**src/rtl/uart_tx_param.sv**
```systemverilog
`default_nettype none
// ---------------------------------------------------------------------------
// uart_tx_param : parametrised UART transmitter with valid/ready word input.
// Define UART_TX_FIFO_EN for a FIFO_DEPTH-entry pending FIFO (else one register).
// Revision 1.0
// ---------------------------------------------------------------------------
module uart_tx_param #(
  parameter int DATA_BITS    = 8,
  parameter int CLKS_PER_BIT = 16,
  parameter int PARITY       = 1,
  parameter int STOP_BITS    = 1,
  parameter int FIFO_DEPTH   = 4
) (
  input  logic                 clk,
  input  logic                 reset,
  input  logic [DATA_BITS-1:0] data_in,
  input  logic                 wr_valid,
  output logic                 wr_ready,
  output logic                 tx,
  output logic                 busy,
  output logic                 frame_done
);

  localparam logic [2:0] S_IDLE   = 3'd0;
  localparam logic [2:0] S_START  = 3'd1;
  localparam logic [2:0] S_DATA   = 3'd2;
  localparam logic [2:0] S_PARITY = 3'd3;
  localparam logic [2:0] S_STOP   = 3'd4;

  localparam logic [11:0] TIMER_LAST = 12'(CLKS_PER_BIT - 1);
  localparam logic [3:0]  DATA_LAST  = 4'(DATA_BITS - 1);
  localparam logic [3:0]  STOP_LAST  = 4'(STOP_BITS - 1);
  localparam logic        PAR_EN     = (PARITY != 0);
  localparam logic        PAR_ODD    = (PARITY == 2);
  localparam bit          CFG_OK     = (DATA_BITS >= 5) && (DATA_BITS <= 9) &&
                                       (CLKS_PER_BIT >= 2) && (CLKS_PER_BIT <= 4096) &&
                                       (PARITY >= 0) && (PARITY <= 2) &&
                                       (STOP_BITS >= 1) && (STOP_BITS <= 2) &&
                                       (FIFO_DEPTH >= 2) &&
                                       ((FIFO_DEPTH & (FIFO_DEPTH - 1)) == 0);

  if (!CFG_OK) begin : g_bad_config
    $error("uart_tx_param: illegal parameter combination");
  end

  logic [2:0]           state;
  logic [2:0]           next_state;
  logic [11:0]          timer;
  logic [3:0]           bit_cnt;
  logic                 tick;
  logic [DATA_BITS-1:0] shift;
  logic                 par_bit;
  logic                 tx_next;
  logic                 frame_end;
  logic                 push;
  logic                 pop;
  logic                 pending;
  logic [DATA_BITS-1:0] pend_word;

  assign push = wr_valid && wr_ready;
  assign tick = (timer == TIMER_LAST);

`ifdef UART_TX_FIFO_EN
  localparam int            AW      = $clog2(FIFO_DEPTH);
  localparam logic [AW:0]   DEPTH_C = FIFO_DEPTH[AW:0];

  logic [DATA_BITS-1:0] mem [FIFO_DEPTH];
  logic [AW-1:0]        wr_ptr;
  logic [AW-1:0]        rd_ptr;
  logic [AW:0]          count;

  always_ff @(posedge clk) begin
    if (push) begin
      mem[wr_ptr] <= data_in;
    end
  end

  // Pointers wrap naturally because the depth is a power of two.
  always_ff @(posedge clk) begin
    if (reset) begin
      wr_ptr <= '0;
      rd_ptr <= '0;
      count  <= '0;
    end else begin
      if (push) begin
        wr_ptr <= wr_ptr + 1'b1;
      end
      if (pop) begin
        rd_ptr <= rd_ptr + 1'b1;
      end
      case ({push, pop})
        2'b10:   count <= count + 1'b1;
        2'b01:   count <= count - 1'b1;
        default: count <= count;
      endcase
    end
  end

  assign pending   = (count != '0);
  assign pend_word = mem[rd_ptr];
  assign wr_ready  = (count < DEPTH_C);
`else
  logic [DATA_BITS-1:0] hold;
  logic                 hold_valid;

  always_ff @(posedge clk) begin
    if (reset) begin
      hold_valid <= 1'b0;
    end else if (push) begin
      hold       <= data_in;
      hold_valid <= 1'b1;
    end else if (pop) begin
      hold_valid <= 1'b0;
    end
  end

  assign pending   = hold_valid;
  assign pend_word = hold;
  assign wr_ready  = !busy;
`endif

  always_ff @(posedge clk) begin
    if (reset) begin
      state <= S_IDLE;
    end else begin
      state <= next_state;
    end
  end

  always_comb begin
    next_state = state;
    case (state)
      S_IDLE:   if (pending) next_state = S_START;
      S_START:  if (tick) next_state = S_DATA;
      S_DATA:   if (tick && (bit_cnt == DATA_LAST)) next_state = PAR_EN ? S_PARITY : S_STOP;
      S_PARITY: if (tick) next_state = S_STOP;
      S_STOP:   if (tick && (bit_cnt == STOP_LAST)) next_state = pending ? S_START : S_IDLE;
      default:  next_state = S_IDLE;
    endcase
  end

  always_comb begin
    pop       = 1'b0;
    tx_next   = 1'b1;
    frame_end = 1'b0;
    busy      = (state != S_IDLE) || pending;
    case (state)
      S_IDLE:   pop = pending;
      S_START:  tx_next = 1'b0;
      S_DATA:   tx_next = shift[0];
      S_PARITY: tx_next = par_bit;
      S_STOP: begin
        frame_end = tick && (bit_cnt == STOP_LAST);
        pop       = frame_end && pending;
      end
      default: ;
    endcase
  end

  // tx is one cycle behind the state, which yields the two-cycle start latency.
  always_ff @(posedge clk) begin
    if (reset) begin
      timer      <= '0;
      bit_cnt    <= '0;
      shift      <= '0;
      par_bit    <= 1'b0;
      tx         <= 1'b1;
      frame_done <= 1'b0;
    end else begin
      tx         <= tx_next;
      frame_done <= frame_end;
      if ((state == S_IDLE) || tick) begin
        timer <= '0;
      end else begin
        timer <= timer + 12'd1;
      end
      if (next_state != state) begin
        bit_cnt <= '0;
      end else if (tick) begin
        bit_cnt <= bit_cnt + 4'd1;
      end
      if (pop) begin
        shift   <= pend_word;
        par_bit <= (^pend_word) ^ PAR_ODD;
      end else if ((state == S_DATA) && tick) begin
        shift <= shift >> 1;
      end
    end
  end

endmodule
`default_nettype wire

```
**config.mk**
```make
export PLATFORM = sky130hd
export DESIGN_NAME = uart_tx_param
export DESIGN_NICKNAME = d
export VERILOG_FILES = /design/src/rtl/uart_tx_param.sv
export SDC_FILE = /design/constraint.sdc
export NUM_CORES = 1
export LEC_CHECK = 0
export BUFFER_PORTS_ARGS = -buffer_cell sky130_fd_sc_hd__buf_2
export CAP_MARGIN = 25
export CORE_MARGIN = 2
export CORE_UTILIZATION = 46
export DETAILED_ROUTE_END_ITERATION = 10
export HOLD_SLACK_MARGIN = 0.03
export PLACE_DENSITY = 0.71
export SYNTH_ARGS = -nofsm -noshare
export SYNTH_HDL_FRONTEND = slang
export SYNTH_SLANG_ARGS = --single-unit
export TNS_END_PERCENT = 1
```
**constraint.sdc**
```tcl
create_clock -name clk -period 2.02 [get_ports clk]
set_input_delay 0.202 -clock clk [delete_from_list [all_inputs] [get_ports clk]]
set_output_delay 0.202 -clock clk [all_outputs]
set_load 0.01 [all_outputs]
```
==> results.tsv <==
stage	metric	value	unit
timing	RSZ-0062 raised after global routing	no	
global_route	gr usage total	0.158	
timing	Worst-Margin Slew	0.381	ns
detailed_routing	drc violations	0	
synth	synthesized flop and latch total	39	
timing	Setup TNS Final	0	ns
setup_path	CP Launch Type	register	
power	leak pwr	0.000709	uW
floorplanning	I/O pins	15	
floorplanning	Placeable Area	3690	um2
placed_design	Port Buffers	14	
synth	Syn Area/Cell	10.2	um2
floorplanning	die span in y	66.2	um
clock_network	CTS root buf	clkbuf_8	
min_path	worst hold path type	primary input to register	
clock_network	H-tree Lvls	2	
synth	Top FF cell, synth	dfxtp_1	
floorplanning	die area	4380	um2
detailed_routing	met2 wire len	1.44	mm
setup_path	Setup crit end kind	register	
outcome	outcome	finished clean	
global_route	first-pass GRT wire length	5.02	mm
synth	Post-synth EDFFs	8	
layout	Antenna diodes	0	
detailed_routing	DR vias/cell	5.18	
detailed_routing	WL per Instance	12.6	um
timing	Tmin final	1.82	ns
detailed_routing	DRT Pass-1 Iters	4	
setup_path	worst path bufs/invs	0	
detailed_routing	final WL	3.00	mm
detailed_routing	antenna-violating nets left	0	
clock_network	CTS clk-pin slew, worst paths	0.07	ns
placed_design	dpl hpwl	2.22	mm
timing	FMAX	550	MHz
timing	final count of pins violating max slew	0	
synth	synth unique cells	40	
floorplanning	Die Wd	66.2	um
setup_path	crit-path max FO	9	
synth	YS warnings	0	
detailed_routing	via count	1233	
global_route	GR Overflow Total	0	
clock_network	Max clock buf depth	2	
synth	Cells after Synth	174	
floorplanning	# rows	22	
clock_network	Post-CTS Setup Repair Bufs	0	
power	VDD IR-drop max	0.000349	V
synth	register area share after synthesis	0.484	
detailed_routing	DRT met1 WL	1.37	mm
power	Cell Pwr Density	836	nW/um2
clock_network	cts bufs inserted	5	
setup_path	Crit path required time	2.21	ns
timing	final-report hold violation count	0	
timing	fin crit share	0.900	
global_route	largest net degree at the start of global routing	25	
floorplanning	Starting Density	0.482	
setup_path	worst-path cell chain	nor4_2 -> and3_1 -> and2_4 -> mux2_2 -> o21a_1	
setup_path	critical path's largest stage delay	0.39	ns
job	maxcap violations	0	
setup_path	Arr. time, crit path	2.01	ns
synth	area of the mapped netlist	1780	um2
setup_path	CP top delay family	simple AND/OR/NAND/NOR gates	
timing	setup violators final	0	
placed_design	dpl cell area	1860	um2
timing	Rel. slew slack	0.746	
clock_network	Skew-Pair Late Insertion Delay	0.29	ns
global_route	vias in the first global route	1155	
clock_network	CTS Hold Bufs	0	
setup_path	Worst path slowest cell	nor4_2	
synth	ys async rst share	0	
setup_path	Setup CP Type	register to register	
layout	P&R area growth vs syn	10.4	%
synth	Syn Nets	188	
layout	# nets final	203	
global_route	initial antenna violation count	0	
detailed_routing	top layer used by detailed routing	met4	
detailed_routing	DR iter-0 viols	78	
clock_network	PostCTS Resize Cnt	0	
clock_network	TritonCTS clock tree	built	
timing	Final Skew	0.00416	ns
detailed_routing	wire length on met3	128	um
placed_design	final RePlAce weighted congestion	0.814	
layout	fraction of layout cells with a size suffix above 1	0.189	
clock_network	clk sinks	39	
layout	final non-filler cell area	1960	um2
stage by stage:
step	setup WS, ns	instances	total power (uW)	hold slack (ns)	utilization
after floorplan	0.104	174	1030	0.301	-
after global placement	0.234	230	1070	0.378	0.504
after detailed placement	0.222	230	1080	0.380	0.504
after CTS	0.209	238	1660	0.0728	0.532
after global routing	0.0790	238	1710	0.0666	0.532
final	0.203	238	1640	0.0821	0.532
cell families after synthesis:
| kind of cell | synth area share |
|---|---|
| AND/OR/NAND/NOR | 0.229 |
| flip-flops | 0.484 |
| AO/OA/AOI/OAI | 0.0915 |
| XOR/XNOR | 0.103 |
| buffers and inverters | 0.0591 |
| adder cells (fa/ha/maj) | 0.0211 |
| multiplexers | 0.0120 |
report_power, final:
part	switching (uW)	internal [uW]
logic	104	92.2
clock network	268	310
registers	27.4	838
total	400	1240
cells in the mapped netlist (3+ instances only):
cell type / n / area (um2)
a21oi_1: 5 / 25.0
a22oi_1: 6 / 45.0
and3_1: 6 / 37.5
buf_2: 3 / 15.0
buf_4: 4 / 30.0
buf_6: 3 / 33.8
dfxtp_1: 31 / 621
edfxtp_1: 8 / 240
ha_1: 3 / 37.5
inv_1: 5 / 18.8
nand2_1: 7 / 26.3
nand2b_1: 9 / 56.3
nand3_1: 8 / 40.0
nor2_1: 17 / 63.8
nor3_1: 7 / 35.0
nor3b_1: 4 / 30.0
o22ai_1: 6 / 37.5
xnor2_1: 15 / 131
xor2_1: 6 / 52.6
cell usage in the layout, fill, tap and decap left out, types with 3 or more instances in the layout:
cell and instances:
a22oi_1 6, nor3_1 7, a21oi_1 5, clkbuf_8 7, xnor2_1 15, nand3_1 8, xor2_1 6, inv_1 5
nand2_1 7, nand2b_1 9, nor3b_1 4, buf_2 14, edfxtp_1 8, dfxtp_1 31, nor2_1 17, o22ai_1 6
and3_1 6, buf_4 5, ha_1 3
registers in the layout, indices dropped and copies added, names as in the netlist:
signal	flops
frame_done	1
shift	8
bit_cnt	4
par_bit	1
timer	12
state	3
hold_valid	1
tx	1
hold	8
layout make-up:
cell class              instances  area [um2]
fillers                       358        1730
flip-flops and latches         39         861
multi-input cells             119         812
repair buffers                 19         108
clock buffers                   7        96.3
well taps                      48        60.1
inverters                       5        18.8
clock inverters                 1        7.51
worst paths after layout:
| kind | start | endpoint | slack, ns | cells after the start |
|---|---|---|---|---|
| hold / removal | data_in[0] | hold[0]$_DFFE_PP_ | 0.08 | 1 |
| setup / recovery | timer[4]$_SDFF_PP0_ | shift[0]$_SDFFE_PP0P_ | 0.20 | 5 |
| hold reg to reg | timer[0]$_SDFF_PP0_ | timer[0]$_SDFF_PP0_ | 0.45 | 1 |
| setup reg to reg | timer[4]$_SDFF_PP0_ | shift[0]$_SDFFE_PP0P_ | 0.20 | 5 |
layer usage:
layer	vias to the layer above	global-route usage
met5	-	0
met4	0	0.0842
met3	6	0.0511
met2	22	0.263
met1	579	0.179
li1	626	-
Note: power is estimated with default switching activity, not from simulation.
